===== config.mk =====
export PLATFORM = sky130hd
export DESIGN_NAME = sdram_port_arbiter_flat
export DESIGN_NICKNAME = d
export VERILOG_FILES = /design/src/rtl/sdram_port_arbiter_if.sv /design/src/rtl/sdram_port_arbiter.sv /design/src/flat_wrapper.sv
export SDC_FILE = /design/constraint.sdc
export NUM_CORES = 1
export LEC_CHECK = 0
export BUFFER_PORTS_ARGS = -buffer_cell sky130_fd_sc_hd__clkbuf_2
export CAP_MARGIN = 20
export CORE_ASPECT_RATIO = 1.2
export CORE_MARGIN = 2
export CORE_UTILIZATION = 31
export CTS_CLUSTER_DIAMETER = 150
export DETAILED_ROUTE_END_ITERATION = 7
export PLACE_DENSITY = 0.79
export SETUP_SLACK_MARGIN = 0.05
export SLEW_MARGIN = 5
export SYNTH_ARGS = -nofsm -noshare
export SYNTH_HDL_FRONTEND = slang
export SYNTH_SLANG_ARGS = --single-unit

===== constraint.sdc =====
create_clock -name clk_clk -period 2.45 [get_ports clk_clk]
set_clock_uncertainty 0.05 [all_clocks]
set_input_delay 0.735 -clock clk_clk [delete_from_list [all_inputs] [get_ports clk_clk]]
set_output_delay 0.735 -clock clk_clk [all_outputs]
set_load 0.02 [all_outputs]

===== src/rtl/sdram_port_arbiter_if.sv =====
// Bus bundle between the two core requesters, the arbiter and the SDRAM controller's Avalon-MM slave.
// The master modport is the arbiter's view; the slave modport is the surrounding system's view.
interface sdram_port_arbiter_if #(
    parameter int ADDR_W = 25,
    parameter int DATA_W = 16
);
    localparam int BE_W = DATA_W / 8;

    logic [2*ADDR_W-1:0] req_address;
    logic [1:0]          req_read;
    logic [1:0]          req_write;
    logic [2*DATA_W-1:0] req_writedata;
    logic [2*BE_W-1:0]   req_byteenable;
    logic [1:0]          req_waitrequest;
    logic [DATA_W-1:0]   req_readdata;
    logic [1:0]          req_readdatavalid;

    logic [ADDR_W-1:0]   s_address;
    logic                s_read;
    logic                s_write;
    logic [DATA_W-1:0]   s_writedata;
    logic [BE_W-1:0]     s_byteenable;
    logic                s_waitrequest;
    logic [DATA_W-1:0]   s_readdata;
    logic                s_readdatavalid;

    modport master (
        input  req_address, req_read, req_write, req_writedata, req_byteenable,
        input  s_waitrequest, s_readdata, s_readdatavalid,
        output req_waitrequest, req_readdata, req_readdatavalid,
        output s_address, s_read, s_write, s_writedata, s_byteenable
    );

    modport slave (
        output req_address, req_read, req_write, req_writedata, req_byteenable,
        output s_waitrequest, s_readdata, s_readdatavalid,
        input  req_waitrequest, req_readdata, req_readdatavalid,
        input  s_address, s_read, s_write, s_writedata, s_byteenable
    );
endinterface


===== src/rtl/sdram_port_arbiter.sv =====
// Round-robin arbiter sharing one SDRAM Avalon-MM slave between two requesters; an in-order
// tag FIFO steers each returning read to the requester that issued it.
module sdram_port_arbiter #(
    parameter int ADDR_W      = 25,
    parameter int DATA_W      = 16,
    parameter int MAX_PENDING = 4,
    localparam int CNT_W      = $clog2(MAX_PENDING) + 1
) (
    input  logic             clk_clk,
    input  logic             reset_reset,
    sdram_port_arbiter_if.master bus,
    output logic [CNT_W-1:0] pending_count,
    output logic             protocol_error
);
    localparam int BE_W  = DATA_W / 8;
    localparam int PTR_W = $clog2(MAX_PENDING);

    typedef enum logic {IDLE, GRANT} state_t;

    state_t           state;
    logic             owner;
    logic             last_grant;
    logic [PTR_W-1:0] wr_ptr;
    logic [PTR_W-1:0] rd_ptr;
    logic             tag_mem [MAX_PENDING];

    logic       fifo_full;
    logic       fifo_empty;
    logic [1:0] eligible;
    logic       cmd_read;
    logic       cmd_write;
    logic       accept;
    logic       push;
    logic       pop;

    assign fifo_full  = (pending_count == CNT_W'(MAX_PENDING));
    assign fifo_empty = (pending_count == '0);

    // A requester driving both read and write is treated as a read.
    assign eligible = (bus.req_read & {2{~fifo_full}}) | (bus.req_write & ~bus.req_read);

    assign cmd_read  = (state == GRANT) & bus.req_read[owner] & ~fifo_full;
    assign cmd_write = (state == GRANT) & bus.req_write[owner] & ~bus.req_read[owner];
    assign accept    = (cmd_read | cmd_write) & ~bus.s_waitrequest;
    assign push      = accept & cmd_read;
    assign pop       = bus.s_readdatavalid & ~fifo_empty;

    assign bus.s_read       = cmd_read;
    assign bus.s_write      = cmd_write;
    assign bus.s_address    = owner ? bus.req_address[ADDR_W +: ADDR_W] : bus.req_address[0 +: ADDR_W];
    assign bus.s_writedata  = owner ? bus.req_writedata[DATA_W +: DATA_W] : bus.req_writedata[0 +: DATA_W];
    assign bus.s_byteenable = owner ? bus.req_byteenable[BE_W +: BE_W] : bus.req_byteenable[0 +: BE_W];

    assign bus.req_waitrequest   = ~({1'b0, accept} << owner);
    assign bus.req_readdata      = bus.s_readdata;
    assign bus.req_readdatavalid = {pop & tag_mem[rd_ptr], pop & ~tag_mem[rd_ptr]};

    // NOTE: registered state uses non-blocking assignments so every flop samples pre-edge values.
    always_ff @(posedge clk_clk) begin
        if (reset_reset) begin
            state      <= IDLE;
            owner      <= 1'b0;
            last_grant <= 1'b1;
        end else begin
            unique case (state)
                IDLE: begin
                    if (|eligible) begin
                        owner <= (&eligible) ? ~last_grant : eligible[1];
                        state <= GRANT;
                    end
                end
                GRANT: begin
                    if (accept) begin
                        last_grant <= owner;
                        state      <= IDLE;
                    end else if (!(cmd_read || cmd_write)) begin
                        state <= IDLE;
                    end
                end
                default: state <= IDLE;
            endcase
        end
    end

    always_ff @(posedge clk_clk) begin
        if (reset_reset) begin
            wr_ptr         <= '0;
            rd_ptr         <= '0;
            pending_count  <= '0;
            protocol_error <= 1'b0;
        end else begin
            if (push) wr_ptr <= wr_ptr + PTR_W'(1);
            if (pop)  rd_ptr <= rd_ptr + PTR_W'(1);
            unique case ({push, pop})
                2'b10:   pending_count <= pending_count + CNT_W'(1);
                2'b01:   pending_count <= pending_count - CNT_W'(1);
                default: pending_count <= pending_count;
            endcase
            if (bus.s_readdatavalid && fifo_empty) protocol_error <= 1'b1;
        end
    end

    // NOTE: tag storage has no reset; entries are only read after being written, guarded by the pointers.
    always_ff @(posedge clk_clk) begin
        if (push) tag_mem[wr_ptr] <= owner;
    end
endmodule


===== src/flat_wrapper.sv =====
// flat-port wrapper written by rule: the top's interface ports become plain ports
module sdram_port_arbiter_flat 
#(
    parameter int ADDR_W      = 25,
    parameter int DATA_W      = 16,
    parameter int MAX_PENDING = 4,
    localparam int CNT_W      = $clog2(MAX_PENDING) + 1
)
  (clk_clk, reset_reset, pending_count, protocol_error, bus_req_address, bus_req_read, bus_req_write, bus_req_writedata, bus_req_byteenable, bus_s_waitrequest, bus_s_readdata, bus_s_readdatavalid, bus_req_waitrequest, bus_req_readdata, bus_req_readdatavalid, bus_s_address, bus_s_read, bus_s_write, bus_s_writedata, bus_s_byteenable);
  sdram_port_arbiter_if #(.ADDR_W(ADDR_W), .DATA_W(DATA_W)) bus_i ();
  input  logic clk_clk;
  input  logic reset_reset;
  output logic [CNT_W-1:0] pending_count;
  output logic protocol_error;
  input wire logic [$bits(bus_i.req_address)-1:0] bus_req_address;
  input wire logic [$bits(bus_i.req_read)-1:0] bus_req_read;
  input wire logic [$bits(bus_i.req_write)-1:0] bus_req_write;
  input wire logic [$bits(bus_i.req_writedata)-1:0] bus_req_writedata;
  input wire logic [$bits(bus_i.req_byteenable)-1:0] bus_req_byteenable;
  input wire logic [$bits(bus_i.s_waitrequest)-1:0] bus_s_waitrequest;
  input wire logic [$bits(bus_i.s_readdata)-1:0] bus_s_readdata;
  input wire logic [$bits(bus_i.s_readdatavalid)-1:0] bus_s_readdatavalid;
  output wire logic [$bits(bus_i.req_waitrequest)-1:0] bus_req_waitrequest;
  output wire logic [$bits(bus_i.req_readdata)-1:0] bus_req_readdata;
  output wire logic [$bits(bus_i.req_readdatavalid)-1:0] bus_req_readdatavalid;
  output wire logic [$bits(bus_i.s_address)-1:0] bus_s_address;
  output wire logic [$bits(bus_i.s_read)-1:0] bus_s_read;
  output wire logic [$bits(bus_i.s_write)-1:0] bus_s_write;
  output wire logic [$bits(bus_i.s_writedata)-1:0] bus_s_writedata;
  output wire logic [$bits(bus_i.s_byteenable)-1:0] bus_s_byteenable;
  assign bus_i.req_address = bus_req_address;
  assign bus_i.req_read = bus_req_read;
  assign bus_i.req_write = bus_req_write;
  assign bus_i.req_writedata = bus_req_writedata;
  assign bus_i.req_byteenable = bus_req_byteenable;
  assign bus_i.s_waitrequest = bus_s_waitrequest;
  assign bus_i.s_readdata = bus_s_readdata;
  assign bus_i.s_readdatavalid = bus_s_readdatavalid;
  assign bus_req_waitrequest = bus_i.req_waitrequest;
  assign bus_req_readdata = bus_i.req_readdata;
  assign bus_req_readdatavalid = bus_i.req_readdatavalid;
  assign bus_s_address = bus_i.s_address;
  assign bus_s_read = bus_i.s_read;
  assign bus_s_write = bus_i.s_write;
  assign bus_s_writedata = bus_i.s_writedata;
  assign bus_s_byteenable = bus_i.s_byteenable;
  sdram_port_arbiter #(.ADDR_W(ADDR_W), .DATA_W(DATA_W), .MAX_PENDING(MAX_PENDING)) u_core (.clk_clk(clk_clk), .reset_reset(reset_reset), .bus(bus_i), .pending_count(pending_count), .protocol_error(protocol_error));
endmodule

==> summary.txt <==
Status
  – Status: completed

Clock tree
  – Hold Buf Count CTS: 0
  – Max Buffers Root-to-Sink: 2
  – TritonCTS Sinks: 17
  – Root buffer cell: clkbuf_8
  – Worst-path clk slew: 0.06 ns
  – CTS H-tree depth: 1
  – CTS Buf Count: 3
  – TritonCTS clock tree: yes
  – Clk Latency, worst-skew pair: 0.25 ns

Power
  – Clock network fraction of total power: 0.193
  – Total power: 1080 µW
  – Reg power frac: 0.318
  – Pwr Density: 444 nW/µm²
  – Net Sw Frac: 0.366
  – Cell-internal power: 682 µW
  – Max VDD drop: 255 µV
  – Logic pwr share: 0.489
  – Leak Pwr: 0.00119 µW
  – Switching pwr: 394 µW

Synth
  – Asr flop ratio synth: 0
  – Synth Area in Simple Gates: 0.126
  – Adder-Cell Fraction of Synth Area: 0.0537
  – Mux cell area share after synthesis: 0.351
  – Top FF cell, synth: dfxtp_1
  – Share of the synthesized area in the top cell type: 0.315
  – Ys Warns: 0
  – Yosys cell types: 38
  – Post-Syn Nets: 267
  – Synth top cells by count: mux2_2, buf_4, dfxtp_1
  – Synth Area in Compound Gates: 0.0741
  – Yosys reg bits: 17
  – Most numerous cell in the Yosys netlist: mux2_2
  – Synth Cell Area: 1540 µm²
  – Top cell type by total area after synthesis: mux2_2
  – Xor/xnor share of the synthesized area: 0.0285
  – Mapped Cells: 151
  – Syn Area/Cell: 10.2 µm²
  – EDFF count, synth: 4
  – Seq/Total Area, Yosys: 0.248
  – Main combinational cell family by area after synthesis: multiplexers
  – Synth top area cells: mux2_2, dfxtp_1, buf_4

Route
  – Wire per inst: 13.5 µm
  – DRT iter0 DRCs: 69
  – Drt first pass iters: 4
  – WL final: 4730 µm
  – DRC errors left: 0
  – DRT antenna net count: 0
  – Vias: 1,599
  – DR vias/cell: 4.57

Place
  – DP Cell Count: 341
  – Hpwl dp: 3840 µm
  – Post-Place Worst Slack: -0.0781 ns
  – Port bufs: 146
  – GP Congestion: 0.766

Final layout
  – Sequential cell area: 383 µm²
  – Area delta synth->final: 57.7%
  – Layout cells sized above 1: 0.762
  – Nets@finish: 407
  – Layout Cells excl Fill: 350
  – Area occupied by multi-input gates: 1010 µm²
  – Fill cell count: 450
  – ANT cells: 0

Floorplanning
  – Die height: 81.1 µm
  – Row count: 28
  – DIE AREA: 5540 µm²
  – Die X: 68.3 µm
  – Effective utilization at floorplan: 0.316
  – Core box area: 4870 µm²
  – Ports: 179

Critical path
  – Cells on worst reg2reg path: 9
  – Flop2flop setup slack: 0.27 ns
  – Cell family with most CP delay: simple AND/OR/NAND/NOR gates
  – Worst path depth: 6
  – Worst setup path end: bus_req_waitrequest[0]
  – CP peak stage delay: 0.22 ns
  – Kind of critical path: input port to output pin
  – Worst setup SP type: input port
  – Critical-path cell list: buf_8 > nand2b_4 > o221ai_4 > nand2_2 > or2_1 > clkbuf_8
  – Worst reg2reg path startpoint: u_core.owner
  – Buf+Inv Stages, Crit Path: 2
  – CP max FO: 4
  – Worst Path Arrival: 1.63 ns
  – CP endpoint kind: output pin
  – Crit path from: bus_req_read[0]
  – CP max stage cell: or2_1
  – CP Data Required Time: 1.66 ns
  – Reg-to-Reg End: u_core.pending_count[2]

GRT
  – First-pass GRT wire length: 6210 µm
  – GRT Total Usage: 0.145
  – Vias in the first global route: 1,409
  – Grt total ovfl: 0
  – Pin count of the biggest net entering global routing: 55
  – Initial antenna violation count: 0

Timing
  – Final setup viols: 0
  – Final period utilization: 0.987
  – Actual slew at the worst max-slew pin: 0.343 ns
  – Setup tns final: 0 ns
  – Peak Freq: 0.414 GHz
  – Final Hold Vio Count: 0
  – Setup ws final: 0.0320 ns
  – Max Slew Vio Count: 0
  – Final min period: 2.42 ns
  – RSZ-0062 raised after global routing: yes
  – Slew Limit Headroom: 0.766

Worst hold path
  – Worst min path class: register to register

Job
  – MaxCap Viol Count: 0
## through the flow
step	utilization	instance area [µm²]	hold slack, ns
after floorplan	-	1550	0.376
after global placement	0.464	2260	0.399
after detailed placement	0.464	2260	0.400
after CTS	0.484	2360	0.418
after global routing	0.498	2420	0.456
final	0.498	2420	0.415
## repair_timing
action,in CTS,in global routing
resized for setup,9,5
gates cloned,0,1
pin swaps,1,2
setup buffers,1,3
setup endpoints to repair,2,2
## worst register-to-register path, cell delays in order, from the launching register on
cell and delay, ns:
dfxtp_2 0.42, mux2i_4 0.33, nor3b_4 0.07, inv_1 0.06
ha_2 0.17, inv_2 0.04, fa_2 0.35, xor2_1 0.17
or3_4 0.32, a21oi_1 0.12
## layout make-up
type                            instances  area share
Clock buffer                            3      0.0170
Clock inverter                          1     0.00207
Inverter                                7      0.0108
Multi-Input combinational cell        104       0.416
Sequential cell                        17       0.158
Tap cell                               60      0.0310
Timing Repair Buffer                  158       0.365
## metal layers
metal,vias up,global-route usage,part of all wire
met5,-,0,0
met4,0,0.0320,0.0053
li1,787,-,-
met3,4,0.0249,0.083
met1,710,0.190,0.41
met2,98,0.248,0.50
## worst min path at each step
stage / from / endpoint / slack [ns] / depth (start not counted)
after global routing: u_core.last_grant / u_core.last_grant / 0.46 / 1
after detailed placement: u_core.last_grant / u_core.last_grant / 0.40 / 1
after floorplan: u_core.last_grant / u_core.last_grant / 0.38 / 1
final: u_core.protocol_error / u_core.protocol_error / 0.41 / 2
after CTS: u_core.last_grant / u_core.last_grant / 0.42 / 1
after global placement: u_core.last_grant / u_core.last_grant / 0.40 / 1
## power groups by stage
stage / Clock [µW] / Combinational [µW] / Sequential (µW)
floorplan: 0 / 341 / 353
global placement: 0 / 497 / 346
detailed placement: 0 / 503 / 347
CTS: 212 / 514 / 341
global route: 223 / 573 / 347
finish: 207 / 526 / 342
## cells by family after synthesis
logic type | Yosys count
adders and majority gates | 6
DFF | 17
buffers and inverters | 30
xor gates and xnor gates | 5
and+or+nand+nor | 32
muxes | 46
AOI/OAI and AO/OA | 15
## layout by cell type, fill, tap and decap left out, types with 2 or more instances in the layout
cell type  Yosys  final
a21oi_1        4      4
and2_1         6      6
buf_4         17     10
clkbuf_2       0    142
clkbuf_8       0      5
dfxtp_1       13     11
dfxtp_2        0      2
edfxtp_1       4      4
ha_1           5      4
inv_1          7      6
mux2_2        43     43
nand2_1        3      2
nor2_1        10     10
nor3b_4        2      2
o21ai_0        2      2
xnor2_1        2      2
xor2_1         3      3
No activity file was read; power rests on OpenSTA's default activity.
